==> config.mk <==
export PLATFORM = sky130hd
export DESIGN_NAME = multiport_reg_file_flat
export DESIGN_NICKNAME = d
export VERILOG_FILES = /design/src/rtl/multiport_reg_file_pkg.sv /design/src/rtl/multiport_reg_file_if.sv /design/src/rtl/multiport_reg_file_read_port.sv /design/src/rtl/multiport_reg_file.sv /design/src/flat_wrapper.sv
export SDC_FILE = /design/constraint.sdc
export NUM_CORES = 1
export LEC_CHECK = 0
export ABC_CLOCK_PERIOD_IN_PS = 2200
export BUFFER_PORTS_ARGS = -buffer_cell sky130_fd_sc_hd__buf_4
export CAP_MARGIN = 40
export CORE_AREA = 10 10 130 132
export DETAILED_ROUTE_END_ITERATION = 6
export DIE_AREA = 0 0 140 142
export PLACE_DENSITY = 0.76
export SLEW_MARGIN = 20
export SYNTH_ARGS = -nofsm -noshare
export SYNTH_HDL_FRONTEND = slang
export SYNTH_HIERARCHICAL = 1
export SYNTH_SLANG_ARGS = --single-unit
==> constraint.sdc <==
create_clock -name CLK -period 2.2 [get_ports CLK]
set_clock_uncertainty 0.1 [all_clocks]
set_input_delay 0.44 -clock CLK [delete_from_list [all_inputs] [get_ports CLK]]
set_output_delay 0.44 -clock CLK [all_outputs]
set_load 0.01 [all_outputs]
==> src/rtl/multiport_reg_file_pkg.sv <==
// Shared types and helpers for the multiport register file slice.
// The write-first bypass option is selected by the macro RF_BYPASS_EN.
package rf_pkg;

  localparam int RF_MAX_DEPTH = 256;

  typedef enum logic {RF_OK, RF_OOR} rf_addr_err_e;

  // Address width for a given depth, never less than one bit.
  function automatic int rf_clog2(input int n);
    int w;
    w = 1;
    while ((1 << w) < n) w++;
    return w;
  endfunction

endpackage

==> src/rtl/multiport_reg_file_if.sv <==
// Bus bundle for the 1-write / 2-read register file.
// The master drives requests; the slave (register file) returns read data and status.
interface multiport_reg_file_if #(
  parameter int DATA_WIDTH = 16,
  parameter int ADDR_W     = 3
);
  logic                  WrEn;
  logic [ADDR_W-1:0]     WrAddr;
  logic [DATA_WIDTH-1:0] WrData;
  logic                  RdEnA;
  logic [ADDR_W-1:0]     RdAddrA;
  logic [DATA_WIDTH-1:0] RdDataA;
  logic                  RdValidA;
  logic                  RdEnB;
  logic [ADDR_W-1:0]     RdAddrB;
  logic [DATA_WIDTH-1:0] RdDataB;
  logic                  RdValidB;
  logic                  AddrErr;

  modport master (
    output WrEn, WrAddr, WrData, RdEnA, RdAddrA, RdEnB, RdAddrB,
    input  RdDataA, RdValidA, RdDataB, RdValidB, AddrErr
  );

  modport slave (
    input  WrEn, WrAddr, WrData, RdEnA, RdAddrA, RdEnB, RdAddrB,
    output RdDataA, RdValidA, RdDataB, RdValidB, AddrErr
  );
endinterface

==> src/rtl/multiport_reg_file_read_port.sv <==
// One registered read port: range check, zero-register masking and, when RF_BYPASS_EN
// is defined, write-first forwarding from the concurrent write.
module rf_read_port
  import rf_pkg::*;
#(
  parameter int DATA_WIDTH = 16,
  parameter int ADDR_W     = 3,
  parameter int DEPTH      = 8,
  parameter int ZERO_REG   = 0
) (
  input  logic                  CLK,
  input  logic                  RST,
  input  logic                  rd_en,
  input  logic [ADDR_W-1:0]     rd_addr,
  input  logic [DATA_WIDTH-1:0] mem_word,
`ifdef RF_BYPASS_EN
  input  logic                  wr_en,
  input  logic [ADDR_W-1:0]     wr_addr,
  input  logic [DATA_WIDTH-1:0] wr_data,
`endif
  output logic [DATA_WIDTH-1:0] rd_data,
  output logic                  rd_valid,
  output logic                  rd_oor
);

  localparam logic [ADDR_W:0] DEPTH_X = (ADDR_W+1)'(DEPTH);

  rf_addr_err_e          addr_st;
  logic                  is_zero;
  logic [DATA_WIDTH-1:0] next_data;

  always_comb begin
    addr_st   = ({1'b0, rd_addr} < DEPTH_X) ? RF_OK : RF_OOR;
    is_zero   = (ZERO_REG != 0) && (rd_addr == '0);
    next_data = mem_word;
    if (addr_st == RF_OOR || is_zero)
      next_data = '0;
`ifdef RF_BYPASS_EN
    // Matching valid address implies the write lands, so forward its data.
    else if (wr_en && wr_addr == rd_addr)
      next_data = wr_data;
`endif
  end

  assign rd_oor = rd_en && (addr_st == RF_OOR);

  always_ff @(posedge CLK or negedge RST) begin
    if (!RST) begin
      rd_data  <= '0;
      rd_valid <= 1'b0;
    end else begin
      rd_valid <= rd_en;
      if (rd_en) rd_data <= next_data;
    end
  end

endmodule

==> src/rtl/multiport_reg_file.sv <==
// Parametrised 1-write / 2-read register file with sticky address-range error flag.
// Define RF_BYPASS_EN for write-first forwarding on same-address collisions.
module multiport_reg_file
  import rf_pkg::*;
#(
  parameter int DATA_WIDTH = 16,
  parameter int DEPTH      = 8,
  parameter int ZERO_REG   = 0
) (
  input logic                 CLK,
  input logic                 RST,
  multiport_reg_file_if.slave bus
);

  localparam int              ADDR_W  = rf_clog2(DEPTH);
  localparam logic [ADDR_W:0] DEPTH_X = (ADDR_W+1)'(DEPTH);

  logic [DATA_WIDTH-1:0] mem [DEPTH];
  logic [DATA_WIDTH-1:0] word_a, word_b;
  logic                  wr_in_range, wr_take, oor_a, oor_b, addr_err;

  assign wr_in_range = {1'b0, bus.WrAddr} < DEPTH_X;
  assign wr_take     = bus.WrEn && wr_in_range && !((ZERO_REG != 0) && (bus.WrAddr == '0));

  always_ff @(posedge CLK or negedge RST) begin
    if (!RST) begin
      for (int i = 0; i < DEPTH; i++) mem[i] <= '0;
    end else if (wr_take) begin
      mem[bus.WrAddr] <= bus.WrData;
    end
  end

  always_ff @(posedge CLK or negedge RST) begin
    if (!RST)
      addr_err <= 1'b0;
    else if ((bus.WrEn && !wr_in_range) || oor_a || oor_b)
      addr_err <= 1'b1;
  end

  assign bus.AddrErr = addr_err;

  // Out-of-range words are masked to zero inside the ports.
  assign word_a = mem[bus.RdAddrA];
  assign word_b = mem[bus.RdAddrB];

  rf_read_port #(
    .DATA_WIDTH(DATA_WIDTH), .ADDR_W(ADDR_W), .DEPTH(DEPTH), .ZERO_REG(ZERO_REG)
  ) u_port_a (
    .CLK      (CLK),
    .RST      (RST),
    .rd_en    (bus.RdEnA),
    .rd_addr  (bus.RdAddrA),
    .mem_word (word_a),
`ifdef RF_BYPASS_EN
    .wr_en    (bus.WrEn),
    .wr_addr  (bus.WrAddr),
    .wr_data  (bus.WrData),
`endif
    .rd_data  (bus.RdDataA),
    .rd_valid (bus.RdValidA),
    .rd_oor   (oor_a)
  );

  rf_read_port #(
    .DATA_WIDTH(DATA_WIDTH), .ADDR_W(ADDR_W), .DEPTH(DEPTH), .ZERO_REG(ZERO_REG)
  ) u_port_b (
    .CLK      (CLK),
    .RST      (RST),
    .rd_en    (bus.RdEnB),
    .rd_addr  (bus.RdAddrB),
    .mem_word (word_b),
`ifdef RF_BYPASS_EN
    .wr_en    (bus.WrEn),
    .wr_addr  (bus.WrAddr),
    .wr_data  (bus.WrData),
`endif
    .rd_data  (bus.RdDataB),
    .rd_valid (bus.RdValidB),
    .rd_oor   (oor_b)
  );

endmodule

==> src/flat_wrapper.sv <==
// flat-port wrapper written by rule: the top's interface ports become plain ports
module multiport_reg_file_flat import rf_pkg::*;
#(
  parameter int DATA_WIDTH = 16,
  parameter int DEPTH      = 8,
  parameter int ZERO_REG   = 0
)
  (CLK, RST, bus_WrEn, bus_WrAddr, bus_WrData, bus_RdEnA, bus_RdAddrA, bus_RdEnB, bus_RdAddrB, bus_RdDataA, bus_RdValidA, bus_RdDataB, bus_RdValidB, bus_AddrErr);
  multiport_reg_file_if #(.DATA_WIDTH(DATA_WIDTH), .ADDR_W(3)) bus_i ();
  input logic CLK;
  input logic RST;
  input wire logic [$bits(bus_i.WrEn)-1:0] bus_WrEn;
  input wire logic [$bits(bus_i.WrAddr)-1:0] bus_WrAddr;
  input wire logic [$bits(bus_i.WrData)-1:0] bus_WrData;
  input wire logic [$bits(bus_i.RdEnA)-1:0] bus_RdEnA;
  input wire logic [$bits(bus_i.RdAddrA)-1:0] bus_RdAddrA;
  input wire logic [$bits(bus_i.RdEnB)-1:0] bus_RdEnB;
  input wire logic [$bits(bus_i.RdAddrB)-1:0] bus_RdAddrB;
  output wire logic [$bits(bus_i.RdDataA)-1:0] bus_RdDataA;
  output wire logic [$bits(bus_i.RdValidA)-1:0] bus_RdValidA;
  output wire logic [$bits(bus_i.RdDataB)-1:0] bus_RdDataB;
  output wire logic [$bits(bus_i.RdValidB)-1:0] bus_RdValidB;
  output wire logic [$bits(bus_i.AddrErr)-1:0] bus_AddrErr;
  assign bus_i.WrEn = bus_WrEn;
  assign bus_i.WrAddr = bus_WrAddr;
  assign bus_i.WrData = bus_WrData;
  assign bus_i.RdEnA = bus_RdEnA;
  assign bus_i.RdAddrA = bus_RdAddrA;
  assign bus_i.RdEnB = bus_RdEnB;
  assign bus_i.RdAddrB = bus_RdAddrB;
  assign bus_RdDataA = bus_i.RdDataA;
  assign bus_RdValidA = bus_i.RdValidA;
  assign bus_RdDataB = bus_i.RdDataB;
  assign bus_RdValidB = bus_i.RdValidB;
  assign bus_AddrErr = bus_i.AddrErr;
  multiport_reg_file #(.DATA_WIDTH(DATA_WIDTH), .DEPTH(DEPTH), .ZERO_REG(ZERO_REG)) u_core (.CLK(CLK), .RST(RST), .bus(bus_i));
endmodule
==> metrics.md <==
| Metric | Value |
|---|---|
| DR top layer | met4 |
| Initial antenna violation count | 0 |
| Run status | complete, no violations |
| Synthesized area | 0.00840 sq mm |
| Clock power share | 34.7% |
| Register Area | 0.00408 sq mm |
| Top cell type's share of synthesized area | 48.6% |
| Crit path kind | reg -> reg |
| Detailed-route via count | 4570 |
| Seq pwr share | 42.4% |
| CP Max Fanout | 3 |
| GRT Residual Overflow | 0 |
| Async SR Flop Fraction | 100% |
| Worst setup SP type | register |
| Slew Viols, Final | 0 |
| Cells after DPL | 702 |
| Routed WL | 18000 microns |
| Die Footprint | 0.0199 sq mm |
| First-pass GRT wire length | 29000 microns |
| Synth warn | 6 |
| Inserted Diodes | 0 |
| CTS tree | yes |
| Leak pwr | 0.00441 uW |
| Htree depth | 4 |
| GRT Overall Usage | 18.7% |
| CTS Buf Count | 17 |
| Pin count of the biggest net entering global routing | 53 |
| DRT antenna net count | 0 |
| Synth area leaders | dfrtp_1 (49%), mux2_2 (23%), mux4_1 (18%) |
| Post-Route M1 WL | 7360 microns |
| Syn_nets | 499 |
| Layout area overhead | 18.3% |
| Yosys reg bits | 163 |
| First-pass DRT Iterations | 4 |
| Sw frac | 24.3% |
| Pint | 7560 uW |
| Final setup TNS | 0 ns |
| Final Cell Area | 0.00993 sq mm |
| WL/cell | 24.5 microns |
| Max cap viols | 0 |
| Setup violators final | 0 |
| Post-synth EDFFs | 0 |
| Final Hold Fails | 0 |
| Routability Congestion | 0.766 |
| Non-Filler Instances | 735 |
| Num rows | 44 |
| Max Root-Sink Buffers | 2 |
| Max frequency | 588 MHz |
| Clock Latency Late Sink | 0.41 ns |
| Synth area leader | dfrtp_1 |
| Post-Syn Area per Cell | 17.9 sq um |
| DRC | 0 |
| Hpwl dp | 11700 microns |
| Worst slack, placed | 0.101 ns |
| Initial Util | 58.7% |
| Vias per inst | 6.22 |
| DIE HEIGHT | 142 microns |
| Fraction of layout cells with a size suffix above 1 | 59.5% |
| Most common cell in the netlist | mux2_2 |
| Pwr Total | 9980 uW |
| Netlist cell types | 18 |
| Wire length on met2 | 9850 microns |
| Synth top cells by count | mux2_2 (172), dfrtp_1 (163), mux4_1 (56) |
| Fillers | 946 |
| RSZ-0062 raised after global routing | no |
| Required time worst endpoint | 2.40 ns |
| Pwr dens | 1000 mW/mm^2 |
| PortBufs | 64 |
| Detailed Route Iter0 Violations | 184 |
| Core box area | 0.0143 sq mm |
| WL met3 | 621 microns |
| Top_reg_cell synth | dfrtp_1 |
| Area occupied by multi-input gates | 0.00406 sq mm |
| VDD IR max | 691 uV |
| Post-synthesis sequential area ratio | 48.6% |
| Register-to-Register Setup Slack | 0.50 ns |
| Number of global-route vias before repair | 5189 |
| Chip Width | 140 microns |
| Final worst slack | 0.499 ns |
| CP Capture Type | register |
| Hold crit path type | in -> reg |
| Critical path data arrival time | 1.90 ns |
| CTS Sinks | 163 |
| Comb pwr share | 22.9% |
| Clock slew at reported path FFs | 0.06 ns |
| Final period util | 77.3% |
| Sw power | 2430 uW |
| Fin crit period | 1.70 ns |
| Placement Cell Area | 0.00922 sq mm |
| IO Pins | 65 |
| Post-Syn Instances | 469 |
| Nets | 568 |
| CTS root buf | clkbuf_16 |
## through the flow
step / util, % / hold WS (ns)
CTS: 69.4 / 0.199
detailed placement: 64.4 / 0.282
global route: 69.4 / 0.205
global placement: 64.4 / 0.275
finish: 69.4 / 0.217
floorplan: - / 0.0444
## power groups by stage
stage	sequential (uW)	clock, uW	combinational, uW
6_report	4230	3460	2290
4_1_cts	4240	3510	2320
5_1_grt	4330	3660	2460
2_1_floorplan	4180	0	1490
3_3_place_gp	4200	0	2230
3_5_place_dp	4280	0	2300
## routing by layer
metal	track usage, %	up-vias
li1	-	2001
met1	22.3	2475
met2	33.4	80
met3	4.37	14
met4	4.51	0
met5	0	-
## final timing paths
kind | cells after the start | end | start
worst max register to register | 3 | u_core/u_port_b/rd_data[2] | u_core/mem[98]
worst min-delay path | 2 | u_core/mem[103] | bus_WrData[7]
worst max-delay path | 3 | u_core/u_port_b/rd_data[2] | u_core/mem[98]
min in group asynchronous | 2 | u_core/mem[23] | RST
worst min register to register | 1 | u_core/bus.AddrErr | u_core/bus.AddrErr
max in group asynchronous | 3 | u_core/mem[97] | RST
## worst max-delay path: stages (launching register included)
cell and delay [ns]:
dfrtp_1 0.39, mux4_1 0.53, mux2_2 0.30, mux2_2 0.27
## area by class of cell
cell class                 instances  area share, %
clock inverter                    13           2.53
timing repair buffer              89           8.68
multi-input combinational        267           40.9
tap                              184           2.32
clock buffer                      19           4.56
sequential                       163           41.1
## timing repair
| item | 4_1_cts | 5_1_grt |
|---|---|---|
| resized for setup | 0 | 0 |
| setup buffers | 0 | 0 |
| hold buffers | 1 | 0 |
| endpoints found under the hold margin | 38 | 0 |
## sequential cells by signal, indices dropped and copies added, names as in the netlist
signal and cells:
u_core/u_port_a/rd_data 16, u_core/u_port_a/rd_valid 1, u_core/u_port_b/rd_valid 1, u_core/u_port_b/rd_data 16
u_core/mem 128, u_core/bus.AddrErr 1
## cell usage in the layout, fill, tap and decap left out
master,n
buf_12,15
buf_4,72
buf_6,1
bufinv_16,7
clkbuf_16,17
clkbuf_8,2
clkinv_2,2
clkinvlp_4,3
conb_1,2
dfrtp_1,163
dlygate4sd3_1,1
inv_6,1
mux2_2,172
mux2_4,20
mux4_1,56
mux4_2,8
nand4_2,1
nand4b_2,3
nor4b_4,1
nor4bb_4,3
or3_1,1
## cells by family after synthesis
logic type             Yosys count  synth area share, %
other                            2               0.0894
buffers and inverters           39                 3.66
muxes                          256                 46.3
DFF                            163                 48.6
and+or+nand+nor                  9                 1.40
No activity file was read; power rests on OpenSTA's default activity.
